### config.mk
export PLATFORM = sky130hd
export DESIGN_NAME = bp_fe_fetch_sequencer
export DESIGN_NICKNAME = d
export VERILOG_FILES = /design/src/rtl/bp_fe_fetch_sequencer.sv
export SDC_FILE = /design/constraint.sdc
export NUM_CORES = 1
export LEC_CHECK = 0
export BUFFER_PORTS_ARGS = -buffer_cell sky130_fd_sc_hd__buf_2
export CELL_PAD_IN_SITES_DETAIL_PLACEMENT = 1
export CELL_PAD_IN_SITES_GLOBAL_PLACEMENT = 1
export CORE_MARGIN = 1
export CORE_UTILIZATION = 38
export CTS_BUF_LIST = sky130_fd_sc_hd__clkbuf_4
export CTS_CLUSTER_SIZE = 10
export DETAILED_ROUTE_END_ITERATION = 7
export PLACE_DENSITY_LB_ADDON = 0.08
export SYNTH_ARGS = -nofsm -noshare
export SYNTH_HDL_FRONTEND = slang
export SYNTH_SLANG_ARGS = --single-unit
### constraint.sdc
create_clock -name clk_i -period 3.17 [get_ports clk_i]
set_clock_uncertainty 0.05 [all_clocks]
set_input_delay 0.4755 -clock clk_i [delete_from_list [all_inputs] [get_ports clk_i]]
set_output_delay 0.4755 -clock clk_i [all_outputs]
set_load 0.02 [all_outputs]
### src/rtl/bp_fe_fetch_sequencer.sv
// ---------------------------------------------------------------------------
// bp_fe_fetch_sequencer
//
// Front-end fetch sequencer. Issues one virtual PC per cycle to the icache,
// tags it for one cycle, then either enqueues it into the fetch queue when
// its response comes back good, or reissues it later after an icache miss
// or a fetch-queue refusal. Backend redirects and taken predictions steer
// the next PC.
//
// Parameters
//   vaddr_width_p  virtual PC width in bits
//   bp_first_pc_p  first PC issued after reset
//
// Ports
//   clk_i             rising-edge clock
//   reset_i           synchronous active-high reset
//   redirect_v_i      backend redirect valid
//   redirect_pc_i     redirect target
//   redirect_ready_o  redirect accepted this cycle when valid and aligned
//   pred_v_i          predictor has a taken target for this cycle's response
//   pred_pc_i         predicted taken target
//   icache_v_o        fetch issue valid
//   icache_pc_o       fetch issue PC
//   icache_ready_i    icache accepts the issue
//   icache_data_v_i   response valid for the PC issued last cycle
//   icache_miss_i     that response missed
//   fe_queue_v_o      enqueue valid
//   fe_queue_pc_o     enqueued PC
//   fe_queue_ready_i  fetch queue accepts the enqueue
//   misaligned_o      pulse when a redirect target has pc[1:0] != 0
//
// Issue and enqueue outputs are combinational: a good response with a
// prediction must steer the issue in the same cycle, so they cannot be
// registered.
// ---------------------------------------------------------------------------
module bp_fe_fetch_sequencer #(
    parameter int                       vaddr_width_p = 32,
    parameter logic [vaddr_width_p-1:0] bp_first_pc_p = vaddr_width_p'(32'h8000_0000)
) (
    input  logic                     clk_i,
    input  logic                     reset_i,

    input  logic                     redirect_v_i,
    input  logic [vaddr_width_p-1:0] redirect_pc_i,
    output logic                     redirect_ready_o,

    input  logic                     pred_v_i,
    input  logic [vaddr_width_p-1:0] pred_pc_i,

    output logic                     icache_v_o,
    output logic [vaddr_width_p-1:0] icache_pc_o,
    input  logic                     icache_ready_i,

    input  logic                     icache_data_v_i,
    input  logic                     icache_miss_i,

    output logic                     fe_queue_v_o,
    output logic [vaddr_width_p-1:0] fe_queue_pc_o,
    input  logic                     fe_queue_ready_i,

    output logic                     misaligned_o
);

    typedef enum logic [1:0] {
        e_boot   = 2'd0,
        e_run    = 2'd1,
        e_miss   = 2'd2,
        e_replay = 2'd3
    } state_e;

    localparam logic [vaddr_width_p-1:0] pc_zero_c = {vaddr_width_p{1'b0}};
    localparam logic [vaddr_width_p-1:0] pc_step_c = vaddr_width_p'(3'd4);

    state_e                   state_r;
    state_e                   state_n;

    logic [vaddr_width_p-1:0] pc_r;
    logic [vaddr_width_p-1:0] tl_pc_r;
    logic                     tl_v_r;
    logic [vaddr_width_p-1:0] miss_pc_r;
    logic [vaddr_width_p-1:0] pending_pc_r;
    logic                     pending_v_r;
    logic                     kill_r;

    logic                     aligned_s;
    logic                     redirect_ready_s;
    logic                     redir_acc_s;
    logic                     misaligned_s;
    logic                     squash_s;
    logic                     resp_live_s;
    logic                     resp_good_s;
    logic                     resp_miss_s;
    logic                     enq_fail_s;
    logic                     issue_v_s;
    logic                     issue_s;
    logic                     issue_commit_s;
    logic [vaddr_width_p-1:0] issue_pc_s;

    // Redirect acceptance: only aligned targets are taken; while a redirect
    // is still waiting to issue, further redirects are held off.
    assign aligned_s        = (redirect_pc_i[1:0] == 2'b00);
    assign redirect_ready_s = ~reset_i & ~pending_v_r;
    assign redir_acc_s      = redirect_v_i & redirect_ready_s & aligned_s;
    assign misaligned_s     = redirect_v_i & redirect_ready_s & ~aligned_s;

    // The response arriving in a redirect cycle belongs to the old stream and
    // is squashed immediately; kill_r extends that to the next cycle when the
    // redirect target could not issue right away. A squashed response can
    // neither miss nor enqueue, which is what gives the redirect priority
    // over a simultaneous miss or queue refusal.
    assign squash_s    = redir_acc_s | kill_r;
    assign resp_live_s = ~reset_i & icache_data_v_i & tl_v_r & ~squash_s;
    assign resp_good_s = resp_live_s & ~icache_miss_i;
    assign resp_miss_s = resp_live_s & icache_miss_i;
    assign enq_fail_s  = resp_good_s & ~fe_queue_ready_i;

    // Only issue when the queue can take the result, so a refused enqueue
    // never has a younger fetch behind it.
    assign issue_v_s      = ~reset_i & (state_r != e_boot) & fe_queue_ready_i;
    assign issue_s        = issue_v_s & icache_ready_i;
    // An issue in the same cycle as a miss is discarded: the missed PC is
    // refetched first and pc_r stays where it was.
    assign issue_commit_s = issue_s & ~resp_miss_s;

    // Next fetch PC by strict priority.
    always_comb begin
        issue_pc_s = pc_r;
        if (reset_i) begin
            issue_pc_s = pc_zero_c;
        end else if (redir_acc_s) begin
            issue_pc_s = redirect_pc_i;
        end else if (pending_v_r) begin
            issue_pc_s = pending_pc_r;
        end else if ((state_r == e_miss) || (state_r == e_replay)) begin
            issue_pc_s = miss_pc_r;
        end else if (resp_good_s && pred_v_i) begin
            issue_pc_s = pred_pc_i;
        end else begin
            issue_pc_s = pc_r;
        end
    end

    // Next-state logic; a redirect always returns the sequencer to e_run.
    always_comb begin
        state_n = state_r;
        if (redir_acc_s) begin
            state_n = e_run;
        end else begin
            case (state_r)
                e_boot: begin
                    state_n = e_run;
                end
                e_run, e_miss, e_replay: begin
                    if (resp_miss_s) begin
                        state_n = e_miss;
                    end else if (enq_fail_s) begin
                        state_n = e_replay;
                    end else if (issue_s) begin
                        state_n = e_run;
                    end else begin
                        state_n = state_r;
                    end
                end
                default: begin
                    state_n = e_boot;
                end
            endcase
        end
    end

    // FSM state register.
    always_ff @(posedge clk_i) begin
        if (reset_i) begin
            state_r <= e_boot;
        end else begin
            state_r <= state_n;
        end
    end

    // Sequential PC and the tag of the PC issued last cycle.
    always_ff @(posedge clk_i) begin
        if (reset_i) begin
            pc_r    <= bp_first_pc_p;
            tl_pc_r <= pc_zero_c;
            tl_v_r  <= 1'b0;
        end else begin
            tl_v_r <= issue_commit_s;
            if (issue_commit_s) begin
                pc_r    <= issue_pc_s + pc_step_c;
                tl_pc_r <= issue_pc_s;
            end else begin
                pc_r    <= pc_r;
                tl_pc_r <= tl_pc_r;
            end
        end
    end

    // PC to refetch after a miss or a refused enqueue.
    always_ff @(posedge clk_i) begin
        if (reset_i) begin
            miss_pc_r <= pc_zero_c;
        end else if (resp_miss_s || enq_fail_s) begin
            miss_pc_r <= tl_pc_r;
        end else begin
            miss_pc_r <= miss_pc_r;
        end
    end

    // Redirect target held until the icache takes it, plus the squash flag.
    always_ff @(posedge clk_i) begin
        if (reset_i) begin
            pending_pc_r <= pc_zero_c;
            pending_v_r  <= 1'b0;
            kill_r       <= 1'b0;
        end else begin
            kill_r <= redir_acc_s & ~issue_s;
            if (redir_acc_s && !issue_s) begin
                pending_pc_r <= redirect_pc_i;
                pending_v_r  <= 1'b1;
            end else if (pending_v_r && issue_s) begin
                pending_pc_r <= pending_pc_r;
                pending_v_r  <= 1'b0;
            end else begin
                pending_pc_r <= pending_pc_r;
                pending_v_r  <= pending_v_r;
            end
        end
    end

    assign redirect_ready_o = redirect_ready_s;
    assign misaligned_o     = misaligned_s;
    assign icache_v_o       = issue_v_s;
    assign icache_pc_o      = issue_pc_s;
    assign fe_queue_v_o     = resp_good_s;
    assign fe_queue_pc_o    = reset_i ? pc_zero_c : tl_pc_r;

endmodule

==> After elaboration in Yosys (flattened, before gate mapping) <==
Index checks and enable logic that the tools add are counted.
{ "word_totals": {"regBits": 133, "elab_cells": 64, "output_inout_bits": 68, "inputBits": 72} }
{ "classes": {"addsub": 1, "n_eq_ne": 5, "bitwise": 24, "mux": 13, "n_reduce_logical": 12} }
{ "ops": {"columns": ["cell", "n"], "rows": [
  ["32-bit two-way mux", 6],
  ["32-bit by 3-bit adder with 32-bit output (second input constant)", 1],
  ["1-bit bitwise AND", 15],
  ["1-bit inverter", 8],
  ["2-bit two-way mux", 3],
  ["5-bit inequality test (second input constant)", 1],
  ["2-bit equality test (second input constant)", 2],
  ["2-bit zero test", 2],
  ["4-bit inequality test (second input constant)", 1],
  ["2-bit case mux with 2 select lines", 1],
  ["2-bit nonzero test", 2],
  ["1-bit logical AND", 3],
  ["1-bit two-way mux", 3],
  ["3-bit OR reduction", 1],
  ["2-bit by 1-bit equality test with 1-bit output (second input constant)", 1],
  ["1-bit logical OR", 2],
  ["2-bit OR reduction", 1],
  ["1-bit zero test", 1],
  ["1-bit OR", 1]
]} }

==> Logic depth before layout (Yosys ltp) <==
{ "depth": {"word_depth": 15, "mapped_depth": 13, "ltp_nobuf": 12} }

==> Least setup slack after synthesis <==
No wires, ideal clock.
{ "synth_timing": {"kind": "input to register", "from": "input port reset_i", "to": "register pc_r[30]", "cell_stages": 13, "setup_ns": 0.121, "arrival_ns": 3.337, "required_time_ns": 2.999, "path_slack_ns": -0.338, "path_buffers": 6, "path_cell_list": "buf_6 > clkbuf_1 > clkbuf_1 > clkbuf_1 > clkbuf_1 > buf_1 > nor2_1 > ha_1 > inv_1 > nor2_1 > nand4_1 > nor4_1 > mux2_2"} }
{ "synth_via": {"elab_chain_cells": 15, "elab_cells_between_ends": 23, "classes_between": "1 x add/sub; 5 x mux; 16 x bitwise; 1 x reduce/logical"} }
{ "synth_lines": {"columns": ["item", "line_no", "source"], "rows": [
  ["start: declaration", "41", "input logic reset_i,"],
  ["1-bit inverter", "102, 112", null],
  ["1-bit bitwise AND", "102", "assign redirect_ready_s = ~reset_i & ~pending_v_r;"],
  ["1-bit bitwise AND (2 in series)", "103", "assign redir_acc_s = redirect_v_i & redirect_ready_s & aligned_s;"],
  ["1-bit OR", "111", "assign squash_s = redir_acc_s | kill_r;"],
  ["1-bit inverter", "112", "assign resp_live_s = ~reset_i & icache_data_v_i & tl_v_r & ~squash_s;"],
  ["1-bit bitwise AND", "112", null],
  ["1-bit bitwise AND", "113", "assign resp_good_s = resp_live_s & ~icache_miss_i;"],
  ["1-bit logical AND", "136", "end else if (resp_good_s && pred_v_i) begin"],
  ["32-bit two-way mux", "136", null],
  ["32-bit two-way mux", "134", "end else if ((state_r == e_miss) || (state_r == e_replay)) begin"],
  ["32-bit two-way mux", "132", "end else if (pending_v_r) begin"],
  ["32-bit two-way mux", "130", "end else if (redir_acc_s) begin"],
  ["32-bit two-way mux (*)", "128", "if (reset_i) begin"],
  ["net icache_pc_o[2]", "51", "output logic [vaddr_width_p-1:0] icache_pc_o,"],
  ["32-bit by 3-bit adder with 32-bit output (*)", "189", "pc_r <= issue_pc_s + pc_step_c;"],
  ["end signal: assignment", "183", "pc_r <= bp_first_pc_p;"],
  ["end signal: assignment", "189", null],
  ["end signal: assignment", "192", "pc_r <= pc_r;"],
  ["end: declaration", "77", "logic [vaddr_width_p-1:0] pc_r;"]
]} }
The timed path passes the listed nets; every way through them passes the cells marked *.
A chain may end at the register's enable or synchronous reset.

==> Final worst setup path <==
{ "layout_timing": {"from": "register pending_v_r", "to": "output port icache_pc_o[30]"} }
{ "layout_via": {"elab_chain_cells": 14} }
{ "layout_lines": {"columns": ["item", "line_no", "source"], "rows": [
  ["start: declaration", "82", "logic pending_v_r;"],
  ["start signal: assignment", "225", "pending_v_r <= pending_v_r;"],
  ["1-bit inverter", "102", null],
  ["1-bit bitwise AND", "102", null],
  ["1-bit bitwise AND (2 in series)", "103", null],
  ["1-bit OR", "111", null],
  ["1-bit inverter", "112", null],
  ["1-bit bitwise AND", "112", null],
  ["1-bit bitwise AND", "113", null],
  ["1-bit logical AND", "136", null],
  ["32-bit two-way mux", "136", null],
  ["32-bit two-way mux", "134", null],
  ["32-bit two-way mux", "132", null],
  ["32-bit two-way mux (*)", "130", null],
  ["32-bit two-way mux (*)", "128", null],
  ["end: declaration", "51", null]
]} }
Mark *: on every way between the ends. The rest lies on a longest branch, timed or not.

==> results.json <==
{
  "outcome": "completed",
  "drc": 0,
  "die_h_um": 137.8,
  "timing.rr.start": "pending_v_r$_SDFFE_PP0P_",
  "path_class": "reg -> out",
  "cp-start-kind": "flop",
  "synthArstFlopShare_pct": 0,
  "path_depth": 9,
  "crit_start": "pending_v_r$_SDFFE_PP0P_",
  "drt_iter0_markers": 438,
  "min_path_cells": 3,
  "rr_worst_depth": 11,
  "setup_viol": 0,
  "grt_pass1_wl_mm": 42.32,
  "rsz0062_at_grt": "true",
  "hold_buffers": 0,
  "initial_core_util_pct": 38.86,
  "final_antenna_net_count": 0,
  "worst-path-max-fanout": 7,
  "grt_pass1_vias": 7687,
  "route.vias.total": 7662,
  "path_clk_slew_ns": 0.12,
  "syn-cell-area_um2": 7004,
  "ys_types": 82,
  "required_ns": 2.64,
  "synth_area_leaders": "dfxtp_1 37%, nand2_1 9.5%, a21oi_1 5.3%, nor2b_1 3.5%, mux2_2 3.2%",
  "synth.largest_area_cell": "dfxtp_1",
  "fmax_mhz": 317.7,
  "via_per_inst": 5.680,
  "clk_root_buffer_cell": "clkbuf_4",
  "ys_seq_area_share_pct": 37.44,
  "crit_top_cell": "buf_6",
  "dp_hpwl_mm": 20.18,
  "crit_path_end_kind": "output pin",
  "synth-edff-count": 0,
  "clk_latency_ns": 0.57,
  "total_power_uw": 3524,
  "synth_cells": 866,
  "cts_sinks": 131,
  "core_area_um2": 18020,
  "grt_usage_pct": 29.88,
  "relSlewSlack_pct": 33.97,
  "fin_crit_sh_pct": 99.30,
  "gp_congestion": 0.8923,
  "yosys_warnings": 0,
  "dp.cells": 1291,
  "drive_gt1_share_pct": 37.62,
  "cts_max_path_buffers": 2,
  "grt_max_degree": 78,
  "fin_cells": 1349,
  "critPathSlowestCell": "dfxtp_4",
  "cp_top_family": "buffers and inverters",
  "final_common_cell": "nand2_1",
  "fp.dieW_um": 137.8,
  "worst-path-buf-inv": 4,
  "nets": 1179,
  "path_cells": "nor4b_4 > buf_4 > nor3_4 > buf_6 > mux2i_1 > a21o_1 > a221oi_4 > buf_6 > buf_6",
  "firstDrtPassIters": 5,
  "totalWireLength_mm": 28.34,
  "rows": 49,
  "grt-ovfl-total": 0,
  "power.density_nw_per_um2": 366.5,
  "pin_count": 140,
  "syn2layout_area_growth_pct": 37.28,
  "min_path_type": "in -> reg",
  "htreeDepth": 4,
  "synth_top_cell_area_share_pct": 37.44,
  "hold-worst-slack_ns": 0.06340,
  "critPathMaxStageDelay_ns": 0.39,
  "max-vdd-ir-drop_v": 0.0001918,
  "maxSlewViolCount": 0,
  "antenna_found_initial": 1,
  "numCtsBuffers": 17,
  "syn_nets": 939,
  "synthFlopType": "dfxtp_1",
  "post_drt_wl_per_cell_um": 21.01,
  "port_buffers": 139,
  "postSynthAreaPerCell_um2": 8.088,
  "tightest_slew_ns": 0.9904,
  "cap_viol_max_count": 0,
  "ys_ff_latch": 131,
  "hold_start": "redirect_pc_i[31]",
  "p_leak_uw": 0.003875,
  "post-route-min-period_ns": 3.148,
  "layout_common_cells": "173 x nand2_1, 131 x buf_4, 129 x dfxtp_1",
  "hold_violations": 0,
  "crit_arrival_ns": 2.62,
  "fin_tns_setup_ns": 0,
  "cts_tree": "yes",
  "postLayoutCoreUtil_pct": 53.35,
  "dieArea_um2": 18980
}
sequential cells by signal (all words and copies together), names as in the netlist:
register / cells
pending_v_r: 1
pending_pc_r: 32
pc_r: 32
state_r: 2
kill_r: 1
miss_pc_r: 32
tl_pc_r: 30
tl_v_r: 1
Yosys cell counts (4+ instances only):
cell type and number:
clkbuf_1 39, o221ai_1 20, o21ai_0 34, nor3_1 19, nor2b_1 39, xnor2_1 10
a21o_1 4, buf_1 10, a211oi_1 10, or4_1 7, nand2_1 178, a2111oi_0 5
o31ai_1 24, nor2_1 40, inv_1 35, buf_2 6, o21ai_1 4, mux2_2 20
a31oi_2 5, nor3b_1 4, dfxtp_1 131, nand4_1 10, a21oi_1 74, and2_1 10
or3_1 5, buf_6 7, nand3_1 9, mux2i_1 5, a311oi_1 8, a31oi_1 10
power by group:
| group | switching [uW] | internal, uW | leakage [uW] |
|---|---|---|---|
| combinational | 316 | 226 | 0.00265 |
| clock | 664 | 628 | 0.000164 |
| sequential | 16.6 | 1670 | 0.00106 |
| total | 996 | 2530 | 0.00388 |
layer usage:
| layer | global-route usage, % | wire length [um] | part of all wire [%] | vias up |
|---|---|---|---|---|
| met5 | 0 | 0 | 0 | - |
| met4 | 9.843 | 653 | 2.3 | 0 |
| met3 | 4.857 | 1671 | 5.9 | 57 |
| met2 | 49.61 | 13530 | 48 | 262 |
| met1 | 39.23 | 12480 | 44 | 3781 |
| li1 | - | - | - | 3562 |
through the flow:
| step | area (um^2) | setup slack (ns) |
|---|---|---|
| 4_1_cts | 9240 | -0.05697 |
| 5_1_grt | 9615 | -0.09722 |
| 3_3_place_gp | 8748 | -0.2217 |
| 3_5_place_dp | 8748 | -0.3310 |
| 2_1_floorplan | 7068 | -0.01162 |
| 6_report | 9615 | 0.02228 |
what timing repair did:
| action | CTS | global route |
|---|---|---|
| buffers inserted | 7 | 18 |
| hold endpoints to repair | 0 | 0 |
| cloned | 1 | 0 |
| pin swaps | 6 | 19 |
| gates resized for setup | 25 | 61 |
| endpoints found under the setup margin | 31 | 31 |
logic make-up (layout without fill, tap and decap cells):
group,count (synthesis),count (layout),share of synthesized area [%]
multiplexers,26,26,4.091
other,0,1,0
buffers and inverters,102,355,6.645
flip-flops,131,131,37.44
adder cells (fa/ha/maj),1,1,0.1786
AND/OR/NAND/NOR,358,358,26.71
XOR/XNOR,12,12,1.501
AO/OA/AOI/OAI,236,236,23.44
final timing paths:
path                                                      end  slack [ns]
worst max register to register          pc_r[25]$_SDFFE_PP0P_        0.03
worst min register to register     miss_pc_r[21]$_SDFFE_PP0P_        0.41
worst max-delay path                          icache_pc_o[30]        0.02
worst min-delay path            pending_pc_r[31]$_SDFFE_PP0P_        0.06
area by class of cell:
cell class                 count  area (um^2)
inverter                      36        138.9
fill                        2203         8409
tap                          229        286.5
sequential                   131         2628
clock inverter                13        165.2
multi-input combinational    633         4227
antenna                        1        2.502
clock buffer                  19        142.6
timing repair buffer         287         2026
worst register-to-register path, delay by kind of cell (launching register included):
| kind | cells | cell delay [ns] |
|---|---|---|
| AOI/OAI and AO/OA | 2 | 0.42 |
| DFF | 1 | 0.39 |
| buffers and inverters | 3 | 0.44 |
| and+or+nand+nor | 6 | 1.75 |
Note: power is estimated with default switching activity, not from simulation.
